--- config.mk ---
export PLATFORM = sky130hd
export DESIGN_NAME = uart_tx_cfg
export DESIGN_NICKNAME = d
export VERILOG_FILES = /design/src/rtl/uart_tx_cfg.sv
export SDC_FILE = /design/constraint.sdc
export NUM_CORES = 1
export LEC_CHECK = 0
export ABC_AREA = 1
export BUFFER_PORTS_ARGS = -buffer_cell sky130_fd_sc_hd__clkbuf_2
export CAP_MARGIN = 20
export CORE_UTILIZATION = 30
export DETAILED_ROUTE_END_ITERATION = 10
export PLACE_DENSITY_LB_ADDON = 0.1
export SLEW_MARGIN = 30
export SYNTH_ARGS = -nofsm -noshare
export SYNTH_HDL_FRONTEND = slang
export SYNTH_SLANG_ARGS = --single-unit
--- constraint.sdc ---
create_clock -name clk -period 3.9 [get_ports clk]
set_clock_uncertainty 0.1 [all_clocks]
set_input_delay 0.195 -clock clk [delete_from_list [all_inputs] [get_ports clk]]
set_output_delay 0.195 -clock clk [all_outputs]
set_load 0.02 [all_outputs]
--- src/rtl/uart_tx_cfg.sv ---
// uart_tx_cfg: parametrised UART transmitter with internal baud divider.
// Sends one word per accepted request as start bit, DATA_BITS data bits (LSB
// first), an optional parity bit and STOP_BITS stop bits; each bit lasts
// CLKS_PER_BIT clocks.
// Ports:
//   clk      - system clock, rising edge
//   rst_n    - asynchronous reset, active-low
//   start    - request valid; accepted when start && ready
//   data_in  - word to send, sampled on the accept cycle only
//   ready    - idle, can accept a request
//   busy     - frame in progress (always !ready)
//   done     - one-cycle pulse in the last clock of the final stop bit
//   tx       - registered serial line, idle high
module uart_tx_cfg #(
    parameter int unsigned CLKS_PER_BIT = 16,
    parameter int unsigned DATA_BITS    = 8,
    parameter int unsigned PARITY       = 0,
    parameter int unsigned STOP_BITS    = 1
) (
    input  logic                 clk,
    input  logic                 rst_n,
    input  logic                 start,
    input  logic [DATA_BITS-1:0] data_in,
    output logic                 ready,
    output logic                 busy,
    output logic                 done,
    output logic                 tx
);

    localparam int unsigned CNT_W = $clog2(CLKS_PER_BIT);
    localparam int unsigned IDX_W = $clog2(DATA_BITS) + 1;
    localparam logic [CNT_W-1:0] CNT_LAST  = CNT_W'(CLKS_PER_BIT - 1);
    localparam logic [IDX_W-1:0] IDX_LAST  = IDX_W'(DATA_BITS - 1);
    localparam logic             STOP_LAST = 1'(STOP_BITS - 1);

    // Elaboration-time parameter legality checks
    if (PARITY > 2) begin : g_bad_parity
        $error("uart_tx_cfg: PARITY=%0d is illegal (0 none, 1 odd, 2 even)", PARITY);
    end
    if (DATA_BITS < 5 || DATA_BITS > 9) begin : g_bad_data_bits
        $error("uart_tx_cfg: DATA_BITS=%0d out of range 5..9", DATA_BITS);
    end
    if (STOP_BITS < 1 || STOP_BITS > 2) begin : g_bad_stop_bits
        $error("uart_tx_cfg: STOP_BITS=%0d must be 1 or 2", STOP_BITS);
    end
    if (CLKS_PER_BIT < 2 || CLKS_PER_BIT > 65535) begin : g_bad_clks
        $error("uart_tx_cfg: CLKS_PER_BIT=%0d out of range 2..65535", CLKS_PER_BIT);
    end

    typedef enum logic [2:0] {
        ST_IDLE   = 3'd0,
        ST_START  = 3'd1,
        ST_DATA   = 3'd2,
        ST_PARITY = 3'd3,
        ST_STOP   = 3'd4
    } state_t;

    state_t                 state_q, state_d;
    logic [CNT_W-1:0]       cnt_q, cnt_d;
    logic [IDX_W-1:0]       idx_q, idx_d;
    logic                   stop_q, stop_d;
    logic [DATA_BITS-1:0]   shift_q, shift_d;
    logic                   par_q, par_d;
    logic                   tx_q, tx_d;
    logic                   ready_q, ready_d;
    logic                   busy_q, busy_d;
    logic                   done_q, done_d;
    logic                   bit_end;

    // State and datapath registers
    always_ff @(posedge clk or negedge rst_n) begin
        if (!rst_n) begin
            state_q <= ST_IDLE;
            cnt_q   <= '0;
            idx_q   <= '0;
            stop_q  <= 1'b0;
            shift_q <= '0;
            par_q   <= 1'b0;
            tx_q    <= 1'b1;
            ready_q <= 1'b1;
            busy_q  <= 1'b0;
            done_q  <= 1'b0;
        end else begin
            state_q <= state_d;
            cnt_q   <= cnt_d;
            idx_q   <= idx_d;
            stop_q  <= stop_d;
            shift_q <= shift_d;
            par_q   <= par_d;
            tx_q    <= tx_d;
            ready_q <= ready_d;
            busy_q  <= busy_d;
            done_q  <= done_d;
        end
    end

    // Next-state logic; tx is computed for the state being entered so the
    // line register changes exactly on bit boundaries.
    always_comb begin
        state_d = state_q;
        cnt_d   = cnt_q;
        idx_d   = idx_q;
        stop_d  = stop_q;
        shift_d = shift_q;
        par_d   = par_q;
        tx_d    = tx_q;
        bit_end = (cnt_q == CNT_LAST);

        if (state_q != ST_IDLE) begin
            cnt_d = bit_end ? '0 : cnt_q + CNT_W'(1);
        end

        case (state_q)
            ST_IDLE: begin
                tx_d = 1'b1;
                if (start) begin
                    shift_d = data_in;
                    par_d   = (PARITY == 1) ? ~^data_in : ^data_in;
                    state_d = ST_START;
                    cnt_d   = '0;
                    idx_d   = '0;
                    stop_d  = 1'b0;
                    tx_d    = 1'b0;
                end
            end
            ST_START: begin
                if (bit_end) begin
                    state_d = ST_DATA;
                    idx_d   = '0;
                    tx_d    = shift_q[0];
                end
            end
            ST_DATA: begin
                if (bit_end) begin
                    if (idx_q == IDX_LAST) begin
                        if (PARITY != 0) begin
                            state_d = ST_PARITY;
                            tx_d    = par_q;
                        end else begin
                            state_d = ST_STOP;
                            stop_d  = 1'b0;
                            tx_d    = 1'b1;
                        end
                    end else begin
                        // Shift so the next data bit is always at position 0
                        idx_d   = idx_q + IDX_W'(1);
                        shift_d = shift_q >> 1;
                        tx_d    = shift_q[1];
                    end
                end
            end
            ST_PARITY: begin
                if (bit_end) begin
                    state_d = ST_STOP;
                    stop_d  = 1'b0;
                    tx_d    = 1'b1;
                end
            end
            ST_STOP: begin
                tx_d = 1'b1;
                if (bit_end) begin
                    if (stop_q == STOP_LAST) begin
                        state_d = ST_IDLE;
                    end else begin
                        stop_d = 1'b1;
                    end
                end
            end
            default: begin
                state_d = ST_IDLE;
                tx_d    = 1'b1;
            end
        endcase

        // Status outputs are registered from the next-state values
        ready_d = (state_d == ST_IDLE);
        busy_d  = (state_d != ST_IDLE);
        done_d  = (state_d == ST_STOP) && (cnt_d == CNT_LAST) && (stop_d == STOP_LAST);
    end

    assign ready = ready_q;
    assign busy  = busy_q;
    assign done  = done_q;
    assign tx    = tx_q;

endmodule
==> reports/metrics.cfg <==
[run_status]
run_status=complete, no violations

[worst_setup_path]
r2r-start=state_q[2]
cp_max_fo=11
crit_type=flop to flop
r2r_cells=7
path_cells=nor2_4 > nand2_2 > nor2_2 > nor2_1 > nand3_1 > nand2_1 > o21ai_1
reg2reg_to=idx_q[1]
cp.arrival_ps=1770
cpMaxStageDelayCell=dfrtp_1
critPathLaunch=state_q[2]
worstSetupEndpointType=flop
start_kind=flop
r2r_setup_slack_ps=2220
critPathMaxStageDelay_ps=450
required_ps=3990

[drt]
ant_nets=0
wl_per_cell_um=11.26
drt_pass1_iterations=4
drtIter0Drc=36
drc=0
drt-total-wl_mm=2.499
vias=1016
via_per_inst=4.577

[yosys]
synth_cells=155
synth-seq-area-share_pct=45.99
synth_compound_area_share_pct=7.061
synth_seq_cells=24
yosysWarnings=0
synthesis.area_mm2=0.001311
synth_top_family_by_area=simple AND/OR/NAND/NOR gates
yosysTopAreaCell=dfrtp_1
synthMuxAreaShare_pct=4.580
synthesis.nets=168
synth_cell_types=25
synth_xor_area_share_pct=0.6679
yosys.area_share.simple_pct=34.64
synth.area.top_cells=dfrtp_1 42%, nand2_1 11%, nand2_2 5.7%, mux2i_1 4.6%, nand3_1 4.2%
yosys.area_share.adder_pct=1.908
synthDominantCellAreaShare_pct=41.98
avgSynthCellArea_um2=8.460

[clocking]
clk_latency_ps=270
clock_path_buffers=2
numCtsBuffers=3
path_clk_slew_ps=90
cts_tree=done
htreeDepth=1
clockRootBuffer=clkbuf_8
cts.repair.resized=0
cts.sinks=24

[global_routing]
grt_overflow=0
grt_max_degree=25
grt_pass1_vias=1007
grt_pass1_wl_mm=4.498
gr-usage-all-layers_pct=13.15
antenna_found_initial=0

[floorplanning]
dieArea_mm2=0.004639
die_w_um=68.11
rows=23
fp.coreArea_mm2=0.004086
fp.dieH_um=68.11
start_util_pct=32.09
io_pins=15

[final_layout]
syn_to_final_growth_pct=13.65
diodes=0
layout-drive-gt1-share_pct=26.16
finalNonFillerCells=222
final_nets=186

[placement]
gp_congestion=0.7893
dp_slack_ps=2215
portBuffers=14
dp_hpwl_mm=1.882
placed_cells=217

[timing]
worst_pin_slew_ps=602.1
timing.slew.headroom_pct=59.86
hold_viol=0
setup_viol=0
fmax_ghz=0.5949
drv_slew=0
rsz0062_at_grt=no
fin_ws_ps=2219
setup-tns-final_ps=0
fin_crit_ps=1681
fin_crit_sh_pct=43.10

[power_and_ir_drop]
peakVddDrop_mv=0.1472
power_density_mw_per_mm2=289.5
p_leak_nw=0.7334
p_total_mw=0.4314

[worst_hold_path]
min_path_cells=3
hp-class=primary input to flop
hold_path_end=shift_q[7]
worst_hold_startpoint=data_in[7]

[run]
max_cap_violations=0

report_power, final:
part	internal [mW]	switching, mW
logic	0.00441	0.00719
registers	0.249	0
clock network	0.0902	0.0809
total	0.343	0.0881
cell families (layout without fill, tap and decap cells):
family | count (synthesis) | count (layout)
mux | 6 | 6
fa+ha+maj | 2 | 2
flops | 24 | 24
buf+inv | 15 | 32
simple gates | 91 | 91
xor+xnor | 1 | 1
compound gates | 16 | 16
cell usage after synthesis:
cell      count
mux2i_1       6
nor2_1       14
o21ai_1       9
nand3_4       2
buf_6         1
buf_4         1
nor2_4        2
nand2_2      12
nand3_2       1
ha_1          2
a21oi_1       3
inv_2         2
nand2_1      40
o22ai_1       1
xor2_1        1
nand2b_1      1
nand4_1       3
nor3_1        2
dfstp_2       2
inv_1        11
dfrtp_1      22
o21ai_2       3
or2_2         1
nand3_1      11
nor2_2        2
per-stage QoR:
| step | hold slack [ps] | instance area, um^2 | utilization [%] |
|---|---|---|---|
| 2_1_floorplan | -200.6 | 1311 | - |
| 6_report | 62.34 | 1490 | 36.47 |
| 5_1_grt | 53.56 | 1490 | 36.47 |
| 3_5_place_dp | 135.1 | 1425 | 34.87 |
| 3_3_place_gp | 133.1 | 1425 | 34.87 |
| 4_1_cts | 54.67 | 1490 | 36.47 |
critical path, delay by kind of cell, from the launching register on:
kind,cells,cell delay [ps]
flip-flops,1,450
AND/OR/NAND/NOR,6,970
AO/OA/AOI/OAI,1,80
registers in the layout, indices dropped and copies added (netlist names):
name / flops
shift_q: 8
cnt_q: 4
idx_q: 4
state_q: 3
busy: 1
done: 1
ready: 1
stop_q: 1
tx: 1
timing repair:
item | 4_1_cts | 5_1_grt
buffers inserted | 0 | 0
endpoints found under the hold margin | 22 | 0
hold buffers | 1 | 0
routing by layer:
metal	wire length, um	vias up	GRT usage [%]	share of wire (%)
li1	-	544	-	-
met1	1284	454	17.51	51
met2	1116	14	21.08	45
met3	61	4	2.000	2.4
met4	36	0	5.469	1.4
met5	0	-	0	0
layout make-up:
cell class | count | area (um^2)
clock buffers | 4 | 55.05
fillers | 441 | 2596
inverters | 13 | 48.80
multi-input cells | 116 | 640.6
flip-flops and latches | 24 | 603.1
well taps | 50 | 62.56
repair buffers | 15 | 80.08
placed cells by master (no fill, tap or decap), types with 3 or more instances in the layout:
master,Yosys,final
nand2_1,40,40
dfrtp_1,22,22
nor2_1,14,14
clkbuf_2,0,14
nand2_2,12,12
inv_1,11,11
nand3_1,11,11
o21ai_1,9,9
mux2i_1,6,6
clkbuf_8,0,4
a21oi_1,3,3
o21ai_2,3,3
nand4_1,3,3
worst max path at each step:
stage	cells after the start	to
4_1_cts	6	shift_q[6]
5_1_grt	7	idx_q[1]
2_1_floorplan	8	shift_q[1]
6_report	7	idx_q[1]
3_3_place_gp	6	shift_q[6]
3_5_place_dp	6	shift_q[6]
Power figures use the tool's default switching activity.
